File: config.mk
export PLATFORM = sky130hd
export DESIGN_NAME = decoder_scan_seq
export DESIGN_NICKNAME = d
export VERILOG_FILES = /design/src/rtl/decoder_scan_seq.sv
export SDC_FILE = /design/constraint.sdc
export NUM_CORES = 1
export LEC_CHECK = 0
export BUFFER_PORTS_ARGS = -buffer_cell sky130_fd_sc_hd__buf_2
export CORE_ASPECT_RATIO = 1.5
export CORE_MARGIN = 4
export CORE_UTILIZATION = 28
export CTS_BUF_LIST = sky130_fd_sc_hd__clkbuf_4
export DETAILED_ROUTE_END_ITERATION = 6
export GPL_TIMING_DRIVEN = 0
export MAX_ROUTING_LAYER = met4
export SETUP_SLACK_MARGIN = 0.02
export SLEW_MARGIN = 10
export SYNTH_ARGS = -nofsm -noshare
export SYNTH_HDL_FRONTEND = slang
export SYNTH_SLANG_ARGS = --single-unit
File: constraint.sdc
create_clock -name Clock -period 3.2 [get_ports Clock]
set_input_delay 0.48 -clock Clock [delete_from_list [all_inputs] [get_ports Clock]]
set_output_delay 0.48 -clock Clock [all_outputs]
set_load 0.1 [all_outputs]
File: src/rtl/decoder_scan_seq.sv
// Registered 1-of-2^SEL_W active-low decoder with three-pin enable gating,
// direct or auto-scan line selection, and break-before-make dead time on every switch.
module decoder_scan_seq #(
    parameter int SEL_W       = 3,
    parameter int DWELL_W     = 16,
    parameter int DEAD_CYCLES = 2
) (
    input  logic                    Clock,
    input  logic                    ResetB,
    input  logic                    EnableB0,
    input  logic                    EnableB1,
    input  logic                    Enable2,
    input  logic                    Mode,
    input  logic [SEL_W-1:0]        SelectIn,
    input  logic [SEL_W-1:0]        ScanLast,
    input  logic [DWELL_W-1:0]      DwellCount,
    output logic [(1<<SEL_W)-1:0]   DecodedOut,
    output logic [SEL_W-1:0]        ActiveIndex,
    output logic                    ScanWrap,
    output logic [1:0]              state_dbg
);
    localparam int OUT_W  = 1 << SEL_W;
    localparam int DEAD_W = (DEAD_CYCLES > 1) ? $clog2(DEAD_CYCLES) : 1;
    localparam logic [DEAD_W-1:0] DEAD_LAST = DEAD_W'((DEAD_CYCLES > 0) ? DEAD_CYCLES - 1 : 0);

    typedef enum logic [1:0] {
        IDLE  = 2'd0,
        DRIVE = 2'd1,
        DEAD  = 2'd2
    } state_t;

    state_t              state_q, state_d;
    logic [SEL_W-1:0]    active_q, active_d;
    logic [SEL_W-1:0]    pend_q, pend_d;
    logic                pend_wrap_q, pend_wrap_d;
    logic [DWELL_W-1:0]  dwell_q, dwell_d;
    logic [DEAD_W-1:0]   dead_q, dead_d;
    logic                mode_q;
    logic                wrap_q, wrap_d;
    logic [OUT_W-1:0]    dec_q, dec_d;

    logic                enabled;
    logic                mode_chg;
    logic                scan_wraps;
    logic [SEL_W-1:0]    scan_next;
    logic                start_sw;
    logic [SEL_W-1:0]    sw_idx;
    logic                sw_wrap;

    assign enabled    = EnableB0 & EnableB1 & ~Enable2;
    assign mode_chg   = Mode != mode_q;
    assign scan_wraps = active_q >= ScanLast;
    assign scan_next  = scan_wraps ? '0 : active_q + 1'b1;

    always_comb begin
        state_d     = state_q;
        active_d    = active_q;
        pend_d      = pend_q;
        pend_wrap_d = pend_wrap_q;
        dwell_d     = dwell_q;
        dead_d      = dead_q;
        wrap_d      = 1'b0;
        start_sw    = 1'b0;
        sw_idx      = '0;
        sw_wrap     = 1'b0;

        if (!enabled) begin
            state_d = IDLE;
            dwell_d = '0;
            dead_d  = '0;
        end else begin
            case (state_q)
                IDLE: begin
                    state_d  = DRIVE;
                    active_d = Mode ? '0 : SelectIn;
                    dwell_d  = '0;
                end
                DRIVE: begin
                    if (mode_chg) begin
                        start_sw = 1'b1;
                        sw_idx   = Mode ? '0 : SelectIn;
                    end else if (!Mode) begin
                        if (SelectIn != active_q) begin
                            start_sw = 1'b1;
                            sw_idx   = SelectIn;
                        end
                    end else if (dwell_q >= DwellCount) begin
                        // A single-line scan (wrap back onto the same line) just restarts the dwell.
                        if (scan_next == active_q) begin
                            dwell_d = '0;
                            wrap_d  = scan_wraps;
                        end else begin
                            start_sw = 1'b1;
                            sw_idx   = scan_next;
                            sw_wrap  = scan_wraps;
                        end
                    end else begin
                        dwell_d = (dwell_q == '1) ? dwell_q : dwell_q + 1'b1;
                    end
                end
                DEAD: begin
                    if (mode_chg) begin
                        pend_d      = Mode ? '0 : SelectIn;
                        pend_wrap_d = 1'b0;
                        dwell_d     = '0;
                    end else if (!Mode) begin
                        pend_d      = SelectIn;
                        pend_wrap_d = 1'b0;
                    end
                    if (dead_q == DEAD_LAST) begin
                        state_d  = DRIVE;
                        active_d = pend_d;
                        wrap_d   = pend_wrap_d;
                        dwell_d  = '0;
                        dead_d   = '0;
                    end else begin
                        dead_d = dead_q + 1'b1;
                    end
                end
                default: state_d = IDLE;
            endcase

            if (start_sw) begin
                dwell_d = '0;
                if (DEAD_CYCLES == 0) begin
                    active_d = sw_idx;
                    wrap_d   = sw_wrap;
                end else begin
                    state_d     = DEAD;
                    pend_d      = sw_idx;
                    pend_wrap_d = sw_wrap;
                    dead_d      = '0;
                end
            end
        end

        // Output is decoded from the next state so the line register never shows two lows.
        dec_d = (state_d == DRIVE) ? ~(OUT_W'(1) << active_d) : '1;
    end

    always_ff @(posedge Clock or negedge ResetB) begin
        if (!ResetB) begin
            state_q     <= IDLE;
            active_q    <= '0;
            pend_q      <= '0;
            pend_wrap_q <= 1'b0;
            dwell_q     <= '0;
            dead_q      <= '0;
            mode_q      <= 1'b0;
            wrap_q      <= 1'b0;
            dec_q       <= '1;
        end else begin
            state_q     <= state_d;
            active_q    <= active_d;
            pend_q      <= pend_d;
            pend_wrap_q <= pend_wrap_d;
            dwell_q     <= dwell_d;
            dead_q      <= dead_d;
            mode_q      <= Mode;
            wrap_q      <= wrap_d;
            dec_q       <= dec_d;
        end
    end

    assign DecodedOut  = dec_q;
    assign ActiveIndex = active_q;
    assign ScanWrap    = wrap_q;
    assign state_dbg   = state_q;
endmodule

==> results.py <==
metrics = {
    "floorplan": {
        "die-area_mm2": 0.0112,
        "num_rows": 43,
        "io_pins": 42,
        "core_region_area_mm2": 0.00925,
        "initial_core_util": 0.288,
        "die_x_um": 87.7,
        "die_h_um": 127,
    },
    "setup_path": {
        "r2r-end": "dwell_q[6]",
        "crit_path_end_kind": "register",
        "path_max_fanout": 7,
        "required_ns": 3.44,
        "crit_type": "register to register",
        "regToRegStartpoint": "ActiveIndex[0]",
        "cp_slowest_cell": "dfrtp_1",
        "r2r_slack_ns": 0.34,
        "crit_buf_inv": 2,
        "critPathMaxStageDelay_ns": 0.54,
        "crit_path_start_kind": "register",
        "crit_arrival_ns": 3.10,
        "crit_chain": "inv_1 > ha_1 > nand2b_1 > a21o_1 > a21oi_1 > o21a_1 > a211oi_1 > and2_1 > buf_4 > o32a_1",
        "reg2reg_depth": 10,
        "path_delay_family": "compound AO/OA/AOI/OAI gates",
    },
    "clocking": {
        "cts_tree": "built",
        "cts_num_sinks": 36,
        "cts_buffers": 5,
        "clk-insertion-delay-late_ns": 0.35,
        "htreeDepth": 2,
        "hold_buffers": 0,
        "clockRootBuffer": "clkbuf_4",
        "cts_buffer_depth": 2,
        "clk_pin_slew_ns": 0.13,
        "cts-resized-gates": 0,
        "post-cts-setup-buffers": 0,
    },
    "detailed_routing": {
        "wl_per_cell_um": 14.0,
        "drc": 0,
        "vias": 2355,
        "drt_wl_total_mm": 6.47,
        "firstDrtPassIters": 4,
        "viasPerCell": 5.10,
        "drt_iter0_markers": 81,
        "ant_nets": 0,
    },
    "yosys": {
        "synthArstFlopShare": 1.00,
        "synth_area_leader_cell": "dfrtp_1",
        "synthCells": 301,
        "synth-seq-cells": 36,
        "synth_nets": 355,
        "synth.area.top_cells": "dfrtp_1 (26%), ha_1 (12%), dfstp_2 (7.9%)",
        "yosysUniqueCellTypes": 52,
        "ys.flop_type": "dfrtp_1",
        "syn_area_mm2": 0.00267,
        "yosys.area.top_type_share": 0.263,
        "yosysSeqAreaShare": 0.342,
        "postSynthAreaPerCell_um2": 8.85,
        "synth_edf_count": 0,
        "ys_warn_count": 0,
    },
    "cells_and_area": {
        "num_antenna_cells": 0,
        "nets": 403,
        "drive_gt1_frac": 0.223,
        "mostFrequentLayoutCells": "buf_2 (43), dfrtp_1 (28), nand2_1 (28), ha_1 (26), inv_1 (23)",
        "n_fill_cell": 973,
        "final_area_mm2": 0.00309,
        "syn2layout_area_growth_pct": 16.1,
        "final_common_cell": "buf_2",
    },
    "global_routing": {
        "grt_overflow": 0,
        "antenna_found_initial": 0,
        "use_met3": 0.0181,
        "grt_max_degree": 37,
        "grt_pass1_wl_mm": 10.9,
        "first_global_vias": 2367,
        "grt_use_met2": 0.220,
        "grt_usage": 0.125,
        "top_usage_layer": "met2",
        "grt_util_met1": 0.147,
    },
    "sta": {
        "slew_viol_final": 0,
        "tns_ns": 0,
        "min_period_over_period": 0.894,
        "maxSlewHeadroom": 0.427,
        "tightestPinTransition_ns": 0.860,
        "rsz0062_at_grt": "false",
        "hold_violations": 0,
        "setup_viol": 0,
        "setup_ws_ns": 0.339,
        "max_freq_mhz": 350,
        "hold_slack_ns": 0.229,
        "fin_skew_ns": 0.00697,
        "min_period_ns": 2.86,
    },
    "pwr": {
        "p_leak_nw": 1.51,
        "ir_drop_mv": 0.251,
        "finalPower_mw": 1.06,
        "power.density_mw_per_mm2": 344,
    },
    "place": {
        "post_dp_cell_area_mm2": 0.00301,
        "hpwl_mm": 4.93,
        "port_buffers": 41,
        "place_ws_ns": 0.273,
        "place.gp.congestion": 0.817,
    },
    "status": {
        "status": "finished clean",
    },
    "min_path": {
        "hp-class": "primary input to async pin",
    },
    "flow_run": {
        "maxCapViolations": 0,
    },
}
## worst register-to-register path, cell delays in order, from the launching register on
cell      delay (ns)
dfrtp_1         0.54
inv_1           0.08
ha_1            0.27
nand2b_1        0.14
a21o_1          0.17
a21oi_1         0.46
o21a_1          0.29
a211oi_1        0.14
and2_1          0.17
buf_4           0.16
o32a_1          0.33
## registers in the layout, indices dropped and copies added (netlist names), 2 cells and up
register	count
ActiveIndex	3
state_dbg	2
DecodedOut	8
pend_q	3
dwell_q	16
## cells in the mapped netlist, drive strengths merged, types with 2 or more instances
cell type	instances
a211o	6
nor2	21
clkbuf	4
a21oi	17
dfrtp	28
and3	8
dfstp	8
nand3	13
a21o	8
o21ai	17
nor2b	6
nand4	8
inv	23
or3	2
o21a	2
nand2	28
o32a	6
ha	26
nand2b	6
nor3	14
and2	10
o221a	3
a32oi	3
xnor2	5
nor4	3
nor3b	4
o31a	2
buf	5
a22oi	2
## per-layer routing
| metal | share of wire | wire length [um] |
|---|---|---|
| met5 | 0 | 0 |
| met4 | 0.015 | 97 |
| met3 | 0.038 | 244 |
| met2 | 0.52 | 3340 |
| met1 | 0.43 | 2780 |
## how the worst max path moves through the flow
stage                   start           to  slack (ns)  depth (start not counted)
2_1_floorplan  ActiveIndex[0]  dwell_q[10]        0.14                         10
3_3_place_gp    DwellCount[0]   dwell_q[6]        0.29                         10
3_5_place_dp    DwellCount[0]   dwell_q[6]        0.27                         10
4_1_cts        ActiveIndex[0]   dwell_q[6]        0.34                         10
5_1_grt        ActiveIndex[0]   dwell_q[8]        0.15                         10
6_report       ActiveIndex[0]   dwell_q[6]        0.34                         10
## final cells by class
class | instances | area [um^2] | area share
well taps | 112 | 140 | 0.0453
clock buffers | 5 | 37.5 | 0.0121
plain buffers | 9 | 51.3 | 0.0166
inverters | 23 | 86.3 | 0.0279
clock inverters | 3 | 46.3 | 0.0150
repair buffers | 41 | 205 | 0.0663
flip-flops and latches | 36 | 911 | 0.294
multi-input cells | 233 | 1620 | 0.522
## report_power, final
group | switching, mW | total (mW) | leakage (nW) | internal [mW]
Sequential | 0.0218 | 0.499 | 0.463 | 0.477
Clock | 0.182 | 0.349 | 0.0418 | 0.167
Combinational | 0.143 | 0.217 | 1.00 | 0.0743
## through the flow
stage                     std cells  utilization
after floorplan                 301            -
after global placement          454        0.325
after detailed placement        454        0.325
after CTS                       462        0.334
after global routing            462        0.334
final                           462        0.334
## cell families after synthesis
family,Yosys count,synth area share
xor+xnor,6,0.0197
mux,2,0.00798
compound gates,73,0.199
flops,36,0.342
simple gates,126,0.258
buf+inv,32,0.0516
fa+ha+maj,26,0.122
Power figures use the tool's default switching activity.
